`src/rtl/mem_swap_ctrl.sv`:
```
// Swap sequencer for two equal-size single-port RAMs behind write muxes.
// Optional abort support is enabled with `define SWAP_ABORT_EN.
module mem_swap_ctrl #(
    parameter int addr_w_N    = 7,
    parameter int data_w_Bits = 8
) (
    input  logic                   clk,
    input  logic                   rst_n,
    input  logic                   start,
    input  logic [data_w_Bits-1:0] rdata_a,
    input  logic [data_w_Bits-1:0] rdata_b,
    output logic                   each,
    output logic                   w,
    output logic [addr_w_N-1:0]    addr,
    output logic [data_w_Bits-1:0] wdata_a,
    output logic [data_w_Bits-1:0] wdata_b,
    output logic                   busy,
    output logic                   done
`ifdef SWAP_ABORT_EN
    ,
    input  logic                   abort,
    output logic                   aborted
`endif
);

    typedef enum logic [2:0] {
        S_IDLE,
        S_READ,
        S_CAPT,
        S_WRITE,
        S_DONE
    } state_t;

    state_t                  r_state;
    state_t                  w_next;
    logic [addr_w_N-1:0]     r_cnt;
    logic [data_w_Bits-1:0]  r_wda;
    logic [data_w_Bits-1:0]  r_wdb;
    logic                    w_last;

    assign w_last = (r_cnt == {addr_w_N{1'b1}});

`ifdef SWAP_ABORT_EN
    logic w_abort_go;
    logic r_aborted;
`endif

    // State register
    always_ff @(posedge clk or negedge rst_n) begin
        if (!rst_n) r_state <= S_IDLE;
        else        r_state <= w_next;
    end

    // Next-state decode; the last-address compare stops the walk
    always_comb begin
        w_next = r_state;
`ifdef SWAP_ABORT_EN
        w_abort_go = 1'b0;
`endif
        unique case (r_state)
            S_IDLE: begin
                if (start) w_next = S_READ;
            end
            S_READ: begin
                w_next = S_CAPT;
`ifdef SWAP_ABORT_EN
                if (abort) begin
                    w_next     = S_IDLE;
                    w_abort_go = 1'b1;
                end
`endif
            end
            S_CAPT: begin
                w_next = S_WRITE;
`ifdef SWAP_ABORT_EN
                if (abort) begin
                    w_next     = S_IDLE;
                    w_abort_go = 1'b1;
                end
`endif
            end
            S_WRITE: begin
                w_next = w_last ? S_DONE : S_READ;
`ifdef SWAP_ABORT_EN
                if (abort) begin
                    w_next     = S_IDLE;
                    w_abort_go = 1'b1;
                end
`endif
            end
            S_DONE: begin
                w_next = S_IDLE;
            end
            default: begin
                w_next = S_IDLE;
            end
        endcase
    end

    // Address counter: cleared on start, advanced after each write
    always_ff @(posedge clk or negedge rst_n) begin
        if (!rst_n) begin
            r_cnt <= '0;
        end else if (r_state == S_IDLE && start) begin
            r_cnt <= '0;
        end else if (r_state == S_WRITE && w_next == S_READ) begin
            r_cnt <= r_cnt + 1'b1;
        end
    end

    // Cross-over capture of the words read one cycle earlier
    always_ff @(posedge clk or negedge rst_n) begin
        if (!rst_n) begin
            r_wda <= '0;
            r_wdb <= '0;
        end else if (r_state == S_CAPT) begin
            r_wda <= rdata_b;
            r_wdb <= rdata_a;
        end
    end

`ifdef SWAP_ABORT_EN
    // One-cycle pulse on the return to idle after an abort
    always_ff @(posedge clk or negedge rst_n) begin
        if (!rst_n) r_aborted <= 1'b0;
        else        r_aborted <= w_abort_go;
    end

    assign aborted = r_aborted;
`endif

    assign busy    = (r_state == S_READ) || (r_state == S_CAPT) ||
                     (r_state == S_WRITE);
    assign each    = busy;
    assign w       = (r_state == S_WRITE);
    assign done    = (r_state == S_DONE);
    assign addr    = r_cnt;
    assign wdata_a = r_wda;
    assign wdata_b = r_wdb;

endmodule

```
`config.mk`:
```
export PLATFORM = sky130hd
export DESIGN_NAME = mem_swap_ctrl
export DESIGN_NICKNAME = d
export VERILOG_FILES = /design/src/rtl/mem_swap_ctrl.sv
export SDC_FILE = /design/constraint.sdc
export NUM_CORES = 1
export LEC_CHECK = 0
export CORE_AREA = 2 2 55 57
export CTS_BUF_LIST = sky130_fd_sc_hd__clkbuf_8
export CTS_CLUSTER_SIZE = 28
export DETAILED_ROUTE_END_ITERATION = 12
export DIE_AREA = 0 0 57 59
export PLACE_DENSITY = 0.74
export SYNTH_ARGS = -nofsm -noshare
export SYNTH_HDL_FRONTEND = slang
export SYNTH_SLANG_ARGS = --single-unit
```
`constraint.sdc`:
```
create_clock -name clk -period 2.1 [get_ports clk]
set_clock_uncertainty 0.1 [all_clocks]
set_input_delay 0.42 -clock clk [delete_from_list [all_inputs] [get_ports clk]]
set_output_delay 0.42 -clock clk [all_outputs]
set_load 0.05 [all_outputs]
```
After elaboration in Yosys (flattened, before gate mapping)
Cells that the tools add are included.
{"block": "op_classes", "n_mux": 5, "n_shift": 0, "n_lt_le_gt_ge": 0, "bitwise_logic": 0, "eq_ne": 6, "n_addsub": 1, "reduce_logical": 6, "n_div": 0, "n_mul": 0}
{"cell": "two-way mux 7 bit", "count": 2}
{"cell": "one-hot mux 3 bit (4 select lines)", "count": 1}
{"cell": "adder 7 x 1 -> 7 bit, second input constant", "count": 1}
{"cell": "equality test 7 bit, second input constant", "count": 1}
{"cell": "equality test 3 x 1 -> 1 bit, second input constant", "count": 2}
{"cell": "equality test 3 x 2 -> 1 bit, second input constant", "count": 2}
{"cell": "two-way mux 3 bit", "count": 2}
{"cell": "equality test 3 bit, second input constant", "count": 1}
{"cell": "logical NOT 3 bit", "count": 1}
{"cell": "logical AND 1 bit", "count": 2}
{"cell": "logical OR 1 bit", "count": 2}
{"cell": "nonzero test 2 bit", "count": 1}
{"block": "totals", "ram_bits": 0, "latchBits": 0, "elab_cells": 22, "in_bits": 19, "reg_bits": 26, "output_inout_bits": 27, "rom_bits": 0, "n_memories": 0}

Logic depth before layout (Yosys ltp)
{"block": "depth", "word_depth": 7, "depth_mapped": 6}

Least setup slack after synthesis
No wires, ideal clock.
{"block": "synth_timing", "kind": "reg2out", "startpoint": "register r_state[0]", "endpoint": "output port each", "setup_slack_ns": 0.030, "path_stages_with_launch": 4, "n_path_buf": 1, "arrival_time_ns": 1.550, "cell_sequence": "dfrtp_1 nor2_1 nor2_1 buf_4"}
{"block": "synth_via", "elab_chain_len": 3}
{"item": "start: declaration", "line": "34", "rtl": "state_t r_state;"}
{"item": "start signal: assignment", "line": "51", "rtl": "else r_state <= w_next;"}
{"item": "equality test 3 x 1 -> 1 bit / equality test 3 x 2 -> 1 bit (equally long branches)", "line": "132", "rtl": "assign busy = (r_state == S_READ) || (r_state == S_CAPT) ||"}
{"item": "logical OR 1 bit", "line": "132"}
{"item": "logical OR 1 bit (*)", "line": "132"}
{"item": "end: declaration", "line": "12", "rtl": "output logic each,"}
Every way passes the cells marked *; elsewhere a longest branch is shown, timed or not.

Final worst setup path
{"block": "layout_timing", "startpoint": "register r_cnt[5], in the netlist addr[5]", "endpoint": "output port addr[5]"}
{"item": "start: declaration", "line": "36", "rtl": "logic [addr_w_N-1:0] r_cnt;"}
{"item": "start signal: assignment", "line": "107", "rtl": "r_cnt <= r_cnt + 1'b1;"}
{"item": "end: declaration", "line": "14", "rtl": "output logic [addr_w_N-1:0] addr,"}
No word-level cell between the ends.

==> metrics.md <==
| Metric | Value |
|---|---|
| Fillers | `238` |
| Core area | `around 2700 µm²` |
| Maximum clock path buffer count | `2` |
| Worst Path Arrival | `approximately 1500 ps` |
| Slowest stage delay, CP | `between 800 and 900 ps` |
| Setup violations, final | `0` |
| TritonCTS Buffers | `3` |
| DIE HEIGHT | `59 µm` |
| Yosys cell types | `28` |
| Yosys warning total | `0` |
| Mux contribution to synthesized area | `between 15 and 20%` |
| Layout area overhead | `46.78%` |
| Fmax | `roughly 490 MHz` |
| Worst slack, placed | `around 330 ps` |
| Syn_nets | `about 110` |
| H-tree depth | `1` |
| Rows | `19` |
| Vias in the first global route | `around 900` |
| Slew headroom | `between 60% and 70%` |
| CTS tree | `yes` |
| Grt ovf | `0` |
| CP delay by family, top | `buffers and inverters` |
| Max Cap Viol | `0` |
| Setup_tns | `0 ps` |
| Syn_area_per_cell | `between 10 and 15 µm²` |
| Post-synthesis simple-gate area fraction | `about 14%` |
| Fraction of the mapped netlist area in adder cells | `under 10%` |
| First drt pass iteration count | `4` |
| Post-synthesis compound-gate area fraction | `6.870%` |
| Design Power | `0.003068 W` |
| Port Buf Inserts | `45` |
| Antenna-violating nets left | `0` |
| Peak supply drop | `approximately 1.6 mV` |
| Yosys reg bits | `26` |
| First-pass GRT wire length | `around 4000 µm` |
| Number of cells on the worst reg-to-reg path | `5` |
| Clock-pin slew on the worst setup and hold paths | `around 80 ps` |
| Post-CTS Setup Bufs | `0` |
| Routed vias/inst | `slightly above 5` |
| Per-cell routed wire length | `about 14 µm` |
| Min setup slack post-route | `around 80 ps` |
| Element type at the critical path start | `flip-flop` |
| Starting Density | `42.34%` |
| Cell count along the critical path | `1` |
| Crit path cell chain | `clkdlybuf4s50_1` |
| GRT Util Overall | `between 10% and 20%` |
| Worst Hold Class | `flip-flop to flip-flop` |
| N_diodes | `0` |
| WS Path Type | `flip-flop to output port` |
| Critical-path top delay cell | `clkdlybuf4s50_1` |
| Minimum clock period | `between 2000 and 2500 ps` |
| Worst-margin pin slew | `~510 ps` |
| DR iter-0 viols | `26` |
| Drt drc | `0` |
| Period utilization | `96.28%` |
| Die ar. | `approximately 3400 µm²` |
| Setup crit end kind | `output port` |
| Final Hold Vio Count | `0` |
| CP Buf/Inv Count | `1` |
| Total wire length | `about 2300 µm` |
| Initial antenna violation count | `0` |
| RSZ-0062 raised after global routing | `false` |
| CTS sink cnt | `26` |
| Largest net degree at the start of global routing | `27` |
| Chip Width | `approximately 57 µm` |
| Syn Std Cell Area | `~1100 µm²` |
| XOR/XNOR share of the synthesized area | `0.7634%` |
| Worst endpoint required time | `1580 ps` |
| Cts hold-fix bufs | `0` |
| Post-synthesis sequential area ratio | `between 50 and 60%` |
| Leakage power | `roughly 0.7 nW` |
| Fraction of layout cells with a size suffix above 1 | `27.07%` |
| NumNets Final | `155` |
| Num ports | `46` |
| Clock root buffer | `clkbuf_8` |
| Status | `finished, final reports clean` |
| Worst-path fanout max | `5` |
| Post-Synthesis Cells | `87` |
| Hold depth | `1` |
| Post-DP HPWL | `1728 µm` |
| Vias | `832` |
| Clock Latency Late Sink | `~260 ps` |
| Power Dens Cells | `1822 nW/µm²` |
| Slew Viols, Final | `0` |
| Largest family of logic cells by synthesized area | `multiplexers` |
| Placer Congestion | `around 0.73` |
[per-stage QoR]
stage	area (µm²)	instances	hold WS [ps]	util (%)
CTS	1682	164	414.8	62.05
finish	1684	164	411.4	62.14
global route	1684	164	423.9	62.14
detailed placement	1640	161	395.3	60.53
global placement	1640	161	387.5	60.53
floorplan	1147	87	24.41	-
[synthesized netlist by cell type, drive strengths merged]
cell type | count | share of area [%]
and2 | 2 | 1.2
xnor2 | 1 | 0.76
a41oi | 1 | 0.76
o21ai | 2 | 1.9
o31ai | 2 | 1.3
mux2i | 1 | 0.87
mux2 | 16 | 16
nand3 | 7 | 3.5
dfrtp | 26 | 57
o211ai | 2 | 1.3
and3 | 1 | 0.55
buf | 4 | 3.6
nand3b | 1 | 0.65
or2 | 1 | 0.55
a311oi | 1 | 0.76
nor2 | 8 | 2.6
nor3b | 1 | 1.6
a21oi | 2 | 0.87
nand2 | 3 | 0.98
inv | 1 | 0.33
ha | 1 | 1.1
and3b | 1 | 0.76
nor3 | 1 | 0.87
nor4b | 1 | 0.76
[registers in the layout (all words and copies together) (netlist names)]
signal / count
wdata_a: 8
addr: 7
r_state: 3
wdata_b: 8
[logic make-up (layout without fill, tap and decap cells)]
kind of cell,Yosys count,count (layout)
compound gates,10,10
xor+xnor,1,1
fa+ha+maj,1,1
buf+inv,5,51
flops,26,26
mux,17,17
simple gates,27,27
[cells in the final DEF, fill, tap and decap left out, types with 2 or more instances in the layout]
cell type	count
a21oi_1	2
buf_12	4
buf_4	6
clkbuf_8	3
clkdlybuf4s50_1	36
dfrtp_1	26
mux2_2	16
nand2_1	3
nand3_1	6
nor2_1	8
o211ai_1	2
o31ai_1	2
[worst paths after layout]
kind / start / to / slack, ps
max in group asynchronous: rst_n / wdata_a[2] / 1220
max: addr[5] / addr[5] / 80
max reg2reg: addr[0] / addr[2] / 410
min: wdata_a[0] / wdata_a[0] / 410
min reg2reg: wdata_a[0] / wdata_a[0] / 410
min in group asynchronous: rst_n / wdata_a[1] / 440
[power breakdown]
group	leakage [nW]	switching (W)	internal (W)	total, W
logic	0.375	0.00116	0.000738	0.00190
clock network	0.0216	0.000141	0.000128	0.000269
registers	0.318	0.000176	0.000724	0.000900
[final cells by class]
| class | instances | area [µm²] | area share (%) |
|---|---|---|---|
| Clock buffer | 3 | 41.29 | 2.452 |
| Inverter | 1 | 3.754 | 0.2229 |
| Multi-Input combinational cell | 56 | 451.7 | 26.82 |
| Sequential cell | 26 | 650.6 | 38.63 |
| Tap cell | 31 | 38.79 | 2.303 |
| Timing Repair Buffer | 47 | 498.0 | 29.57 |
[what timing repair did]
item / in CTS / in global routing
endpoints found under the setup margin: 0 / 1
endpoints found under the hold margin: 0 / 0
resized for setup: 0 / 1
[layer usage]
layer	up-vias	global-route usage, %	share of wire [%]
li1	399	-	-
met1	395	17.16	45
met2	36	25.94	46
met3	2	5.022	7.8
met4	0	6.312	0.57
met5	-	0	0
No activity file was read; power rests on OpenSTA's default activity.
